**src/rtl/serial_sub_unit_pkg.sv**
```systemverilog
// Shared definitions for the bit-serial subtract unit.
package serial_sub_unit_pkg;

  // Encoding 2'd3 is unused and falls back to IDLE in the FSM.
  typedef enum logic [1:0] {
    IDLE  = 2'd0,
    SHIFT = 2'd1,
    DONE  = 2'd2
  } state_e;

endpackage

```
**src/rtl/fullSub.sv**
```systemverilog
// One-bit full subtractor: s0 = a - b - carryIn (mod 2), s1 = borrow out.
module fullSub (
  input  logic a,
  input  logic b,
  input  logic carryIn,
  output logic s1,
  output logic s0
);

  // Pure combinational difference and borrow.
  always_comb begin
    s0 = a ^ b ^ carryIn;
    s1 = (~a & b) | (~a & carryIn) | (b & carryIn);
  end

endmodule

```
**src/rtl/serial_sub_unit.sv**
```systemverilog
// Bit-serial a - b using a single fullSub cell, LSB first, borrow recirculated.
module serial_sub_unit
  import serial_sub_unit_pkg::*;
#(
  parameter int unsigned WIDTH = 4
) (
  input  logic             clk,
  input  logic             reset,
  input  logic             start,
  input  logic [WIDTH-1:0] a,
  input  logic [WIDTH-1:0] b,
  output logic             busy,
  output logic             done,
  output logic [WIDTH:0]   diff,
  output logic             borrow
);

  localparam int unsigned CntW = $clog2(WIDTH + 1);
  localparam logic [CntW-1:0] LastCnt = CntW'(WIDTH - 1);

  logic [WIDTH-1:0] a_sr;
  logic [WIDTH-1:0] b_sr;
  logic [WIDTH-1:0] res_sr;
  logic             brw_q;
  logic [CntW-1:0]  cnt;
  state_e           state;
  logic             busy_q;
  logic             done_q;
  logic [WIDTH:0]   diff_q;

  logic brw_n;
  logic d_bit;

  fullSub u_full_sub (
    .a       (a_sr[0]),
    .b       (b_sr[0]),
    .carryIn (brw_q),
    .s1      (brw_n),
    .s0      (d_bit)
  );

  // FSM, shift registers and registered outputs in one clocked process.
  always_ff @(posedge clk) begin
    if (reset) begin
      state  <= IDLE;
      a_sr   <= '0;
      b_sr   <= '0;
      res_sr <= '0;
      brw_q  <= 1'b0;
      cnt    <= '0;
      busy_q <= 1'b0;
      done_q <= 1'b0;
      diff_q <= '0;
    end else begin
      unique case (state)
        IDLE: begin
          done_q <= 1'b0;
          if (start) begin
            a_sr   <= a;
            b_sr   <= b;
            res_sr <= '0;
            brw_q  <= 1'b0;
            cnt    <= '0;
            busy_q <= 1'b1;
            state  <= SHIFT;
          end else begin
            busy_q <= 1'b0;
          end
        end
        SHIFT: begin
          a_sr   <= {1'b0, a_sr[WIDTH-1:1]};
          b_sr   <= {1'b0, b_sr[WIDTH-1:1]};
          res_sr <= {d_bit, res_sr[WIDTH-1:1]};
          brw_q  <= brw_n;
          cnt    <= cnt + CntW'(1);
          if (cnt == LastCnt) begin
            // Final bit: fold the live cell outputs straight into the result.
            diff_q <= {brw_n, d_bit, res_sr[WIDTH-1:1]};
            done_q <= 1'b1;
            state  <= DONE;
          end
        end
        DONE: begin
          done_q <= 1'b0;
          busy_q <= 1'b0;
          state  <= IDLE;
        end
        default: begin
          done_q <= 1'b0;
          busy_q <= 1'b0;
          state  <= IDLE;
        end
      endcase
    end
  end

  assign busy   = busy_q;
  assign done   = done_q;
  assign diff   = diff_q;
  assign borrow = diff_q[WIDTH];

endmodule

```
**config.mk**
```make
export PLATFORM = sky130hd
export DESIGN_NAME = serial_sub_unit
export DESIGN_NICKNAME = d
export VERILOG_FILES = /design/src/rtl/serial_sub_unit_pkg.sv /design/src/rtl/fullSub.sv /design/src/rtl/serial_sub_unit.sv
export SDC_FILE = /design/constraint.sdc
export NUM_CORES = 1
export LEC_CHECK = 0
export ABC_AREA = 1
export BUFFER_PORTS_ARGS = -buffer_cell sky130_fd_sc_hd__buf_2
export CAP_MARGIN = 30
export CORE_UTILIZATION = 37
export CTS_BUF_LIST = sky130_fd_sc_hd__clkbuf_8
export CTS_CLUSTER_DIAMETER = 30
export DETAILED_ROUTE_END_ITERATION = 16
export GPL_ROUTABILITY_DRIVEN = 0
export HOLD_SLACK_MARGIN = 0.03
export PLACE_DENSITY_LB_ADDON = 0.08
export SYNTH_ARGS = -nofsm -noshare
export SYNTH_HDL_FRONTEND = slang
export SYNTH_SLANG_ARGS = --single-unit
```
**constraint.sdc**
```tcl
create_clock -name clk -period 2.78 [get_ports clk]
set_input_delay 0.139 -clock clk [delete_from_list [all_inputs] [get_ports clk]]
set_output_delay 0.139 -clock clk [all_outputs]
set_load 0.05 [all_outputs]
```
* After elaboration in Yosys (flattened, before gate mapping)
Index checks and enable logic that the tools add are counted.
** Cells by class
- Muxes and demuxes :: 15
- Add/subtract/negate cells :: 1
- Bitwise operators :: 9
- Equality and inequality tests :: 4
- Reductions and logical operators :: 6
** Operators with widths (number)
- $pmux W4 S2 :: 3
- $mux W4 :: 3
- $pmux W3 S2 :: 1
- $reduce_and A2 Y1 :: 3
- $mux W2 :: 2
- $ne A2 B2 Y1 const B :: 2
- $pmux W1 S2 :: 2
- $pmux W2 S2 :: 1
- $add A3 B1 Y3 const B :: 1
- $and A1 B1 Y1 :: 3
- $eq A3 B2 Y1 const B :: 1
- $mux W3 :: 1
- $eq A2 B1 Y1 const B :: 1
- $logic_not A2 Y1 :: 1
- $mux W1 :: 2
- $not A1 Y1 :: 2
- $or A1 B1 Y1 :: 2
- $reduce_bool A2 Y1 :: 1
- $reduce_or A2 Y1 :: 1
- $xor A1 B1 Y1 :: 2
** Storage, ports and cells
- Flip-flop bits (word level) :: 25
- Output and inout bits :: 8
- Logic and storage cells :: 44
- Input port bits :: 11

* Logic depth before layout (Yosys ltp)
- Word-level depth :: 5
- Depth in mapped cells :: 7

* Cells and area by module
From an unflattened synthesis, not the netlist that was laid out.
** Unflattened totals
- Cells, all modules :: 148
- Area total of the unflattened synthesis :: 1129.8 µm²
** By module, submodules not included
- serial_sub_unit :: times used 1, cells an instance 145, area an instance 1102.3 µm², sequential area each 480.5 µm²
- fullSub :: times used 1, cells an instance 3, area an instance 27.5 µm², sequential area each 0.0 µm²

* Least setup slack after synthesis
Ideal clock, no wire load.
- Kind :: reg2reg
- Start :: register brw_q
- End :: register diff_q[3], in the netlist diff[3]
- Stages on the path, launching flop included :: 5
- Data arrival time :: 1.004 ns
- Slack :: 1.663 ns
- Setup time :: 0.113 ns
- Path through :: dfxtp_1 > fa_1 > inv_1 > nor2_1 > nor2_1
** Between the ends
- Longest elaborated chain between the ends :: 1
** RTL lines
- start: declaration :: RTL line serial_sub_unit.sv:24 : logic brw_q;
- start signal: assignment :: RTL line serial_sub_unit.sv:74 : brw_q <= brw_n;
- $xor A1 B1 Y1 :: RTL line fullSub.sv:12 : s0 = a ^ b ^ carryIn;
- end signal: assignment :: RTL line serial_sub_unit.sv:78 : diff_q <= {brw_n, d_bit, res_sr[WIDTH-1:1]};
- end: declaration :: RTL line serial_sub_unit.sv:29 : logic [WIDTH:0] diff_q;
No other way between the ends.
A chain may end at the register's enable or synchronous reset.

* Worst setup path after layout
- Start :: register state[0]
- End :: register res_sr[3]
** Between the ends
- Longest elaborated chain between the ends :: 3
** RTL lines
- start: declaration :: RTL line serial_sub_unit.sv:26 : state_e state;
- start signal: assignment :: RTL line serial_sub_unit.sv:45 : state <= IDLE;
- start signal: assignment :: RTL line serial_sub_unit.sv:65 : state <= SHIFT;
- start signal: assignment :: RTL line serial_sub_unit.sv:80 : state <= DONE;
- $eq A2 B1 Y1 / $logic_not A2 Y1 (equally long branches) :: RTL line serial_sub_unit.sv:55 : unique case (state)
- $reduce_bool A2 Y1 (no source line) / $ne A2 B2 Y1 (equally long branches)
- $reduce_and A2 Y1 (no source line)
- end signal: assignment :: RTL line serial_sub_unit.sv:73 : res_sr <= {d_bit, res_sr[WIDTH-1:1]};
- end: declaration :: RTL line serial_sub_unit.sv:23 : logic [WIDTH-1:0] res_sr;
Several ways; a longest one is shown, not always the timed one.

==> impl_metrics.yaml <==
floorplanning:
  fp.dieW_um: 56.1
  die_area_um2: 3150
  die_y_um: 56.1
  row_count: 19
  io_pins: 19
  core_um2: 2760
  initial_core_util_pct: 39.3
timing:
  rsz0062_at_grt: "no"
  finalCritPeriodShare_pct: 49.6
  clock-skew-final_ns: 0.00297
  setup_viol: 0
  max_freq_mhz: 726
  post-route-min-period_ns: 1.38
  final-max-slew-violation-count: 0
  worstMarginPinSlew_ns: 0.373
  relSlewSlack_pct: 75.1
  setup_tns_ns: 0
  hold_viol: 0
  holdWs_ns: 0.0628
clock_tree:
  clkSinkCount: 24
  clk_transition_reported_paths_ns: 0.09
  cts_tree: "yes"
  cts_buffer_depth: 2
  cts_hold_buffers: 0
  cts_buffers: 3
  clkLatencyLatePin_ns: 0.26
  cts_setup_buffers: 0
  ctsResizeCount: 0
  cts-htree-levels: 1
  cts-root-buf: "clkbuf_8"
finish:
  final_cells: 193
  register_area_um2: 480
  diodes: 0
  multi_input_area_um2: 493
  synthToLayoutAreaGrowth_pct: 15.2
  fin_nets: 177
  fillers: 282
  drive_gt1_share_pct: 24.7
  final_util_pct: 45.3
routing:
  vias: 877
  first_pass_iters: 4
  initialDrtViolationCount: 14
  viasPerCell: 4.54
  remaining_drc_errors: 0
  wire_per_inst_um: 10.6
  totalWireLength_mm: 2.05
  antenna_left: 0
power_and_ir_drop:
  power_leakage_nw: 0.618
  vdd_ir_drop_max_uv: 402
  p_per_area_nw_per_um2: 632
grt:
  grt_pass1_vias: 865
  grt_overflow: 0
  grt_max_degree: 15
  grt_pass1_wl_mm: 3.71
  track_usage_pct: 15.0
  antenna_found_initial: 0
placement:
  dp_hpwl_mm: 1.52
  port-buffer-count: 18
  placed_cells: 189
critical_path:
  critPathKind: "flop to flop"
  worstPathArrival_ns: 1.60
  crit_path_max_fanout: 12
  critPathRequiredTime_ns: 3.00
  start_kind: "flop"
  cp-end-kind: "flop"
outcome:
  status: "complete, no violations"
synth:
  yosysTopAreaCell: "dfxtp_1"
  ys_top_cells_by_area: "dfxtp_1 (44%), nand2_1 (15%), nand3_1 (6.0%), nor2_1 (5.2%), inv_1 (3.8%)"
  synth_cell_type_count: 22
  syn_nets: 158
  synth.yosys.seq_area_share_pct: 44.3
  syn_area_um2: 1080
  synthCells: 144
  ys_seq_elements: 24
  avgSynthCellArea_um2: 7.52
  yosysWarnings: 0
  synth_top_cell_area_share_pct: 44.3
min_path:
  min_path_type: "primary input to flop"
job:
  cap_violations: 0
worst max-delay path: stages (launching register included):
cell and delay [ns]:
dfxtp_1 0.55, inv_2 0.08, nor2_4 0.28, nand2_2 0.14
or2_1 0.23, nand2_1 0.05
synth_stat cells:
cell,count
nand2_8,1
nor3_1,4
nand3_1,13
nand2_4,2
nand2_2,2
or2_1,2
buf_4,1
nor2_1,15
a21oi_1,4
dfxtp_1,24
nor3_2,1
fa_1,1
inv_2,9
ha_1,2
buf_6,2
nor2_4,2
nand3b_1,1
o21ai_1,3
nor2_2,1
buf_2,1
inv_1,11
nand2_1,42
kinds of logic after synthesis:
| kind of cell | after synthesis | share of synthesized area, % |
|---|---|---|
| flops | 24 | 44.3 |
| simple gates | 86 | 38.1 |
| fa+ha+maj | 3 | 4.16 |
| compound gates | 7 | 3.23 |
| buf+inv | 24 | 10.2 |
layer usage:
layer | part of all wire (%) | global-route usage, % | vias up | wire length, um
met5 | 0 | 0 | - | 0
met4 | 0.78 | 5.92 | 0 | 16
met3 | 5.1 | 4.65 | 2 | 104
met2 | 47 | 24.5 | 18 | 957
met1 | 48 | 18.3 | 380 | 976
li1 | - | - | 477 | -
path summary, 6_finish.rpt:
check	start	end	slack, ns	cells past startpoint
setup / recovery	state[0]	res_sr[3]	1.40	5
hold reg to reg	cnt[1]	cnt[1]	0.45	2
setup reg to reg	state[0]	res_sr[3]	1.40	5
hold / removal	a[3]	a_sr[3]	0.06	3
through the flow:
| stage | area (um2) | setup slack, ns | total power [mW] |
|---|---|---|---|
| 2_1_floorplan | 1080 | 1.66 | 0.468 |
| 3_3_place_gp | 1180 | 1.45 | 0.492 |
| 3_5_place_dp | 1180 | 1.42 | 0.493 |
| 4_1_cts | 1250 | 1.40 | 0.798 |
| 5_1_grt | 1250 | 1.22 | 0.834 |
| 6_report | 1250 | 1.40 | 0.789 |
area by class of cell:
| class | instances | share of cell area [%] |
|---|---|---|
| Clock buffer | 3 | 3.31 |
| Clock inverter | 1 | 2.40 |
| Inverter | 20 | 6.01 |
| Multi-Input combinational cell | 96 | 39.5 |
| Sequential cell | 24 | 38.5 |
| Tap cell | 31 | 3.11 |
| Timing Repair Buffer | 18 | 7.21 |
cell usage in the layout, fill, tap and decap left out:
cell and count:
bufinv_16 1, nor3_2 1, nand2_8 1, o21ai_1 3, inv_2 9, buf_2 18
nor3_1 4, nand3b_1 1, clkbuf_8 3, inv_1 11, dfxtp_1 24, nand2_4 2
ha_1 2, a21oi_1 4, nor2_2 1, nand3_1 13, nand2_2 2, nand2_1 42
fa_1 1, nor2_4 2, nor2_1 15, or2_1 2
power by group:
part | internal (mW) | switching, mW
Combinational | 0.0387 | 0.0670
Clock | 0.192 | 0.112
Sequential | 0.364 | 0.0146
flip-flops by register name (all words and copies together) (netlist names):
| name | count |
|---|---|
| diff | 5 |
| state | 2 |
| res_sr | 3 |
| brw_q | 1 |
| b_sr | 4 |
| busy | 1 |
| cnt | 3 |
| done | 1 |
| a_sr | 4 |
Power figures use the tool's default switching activity.
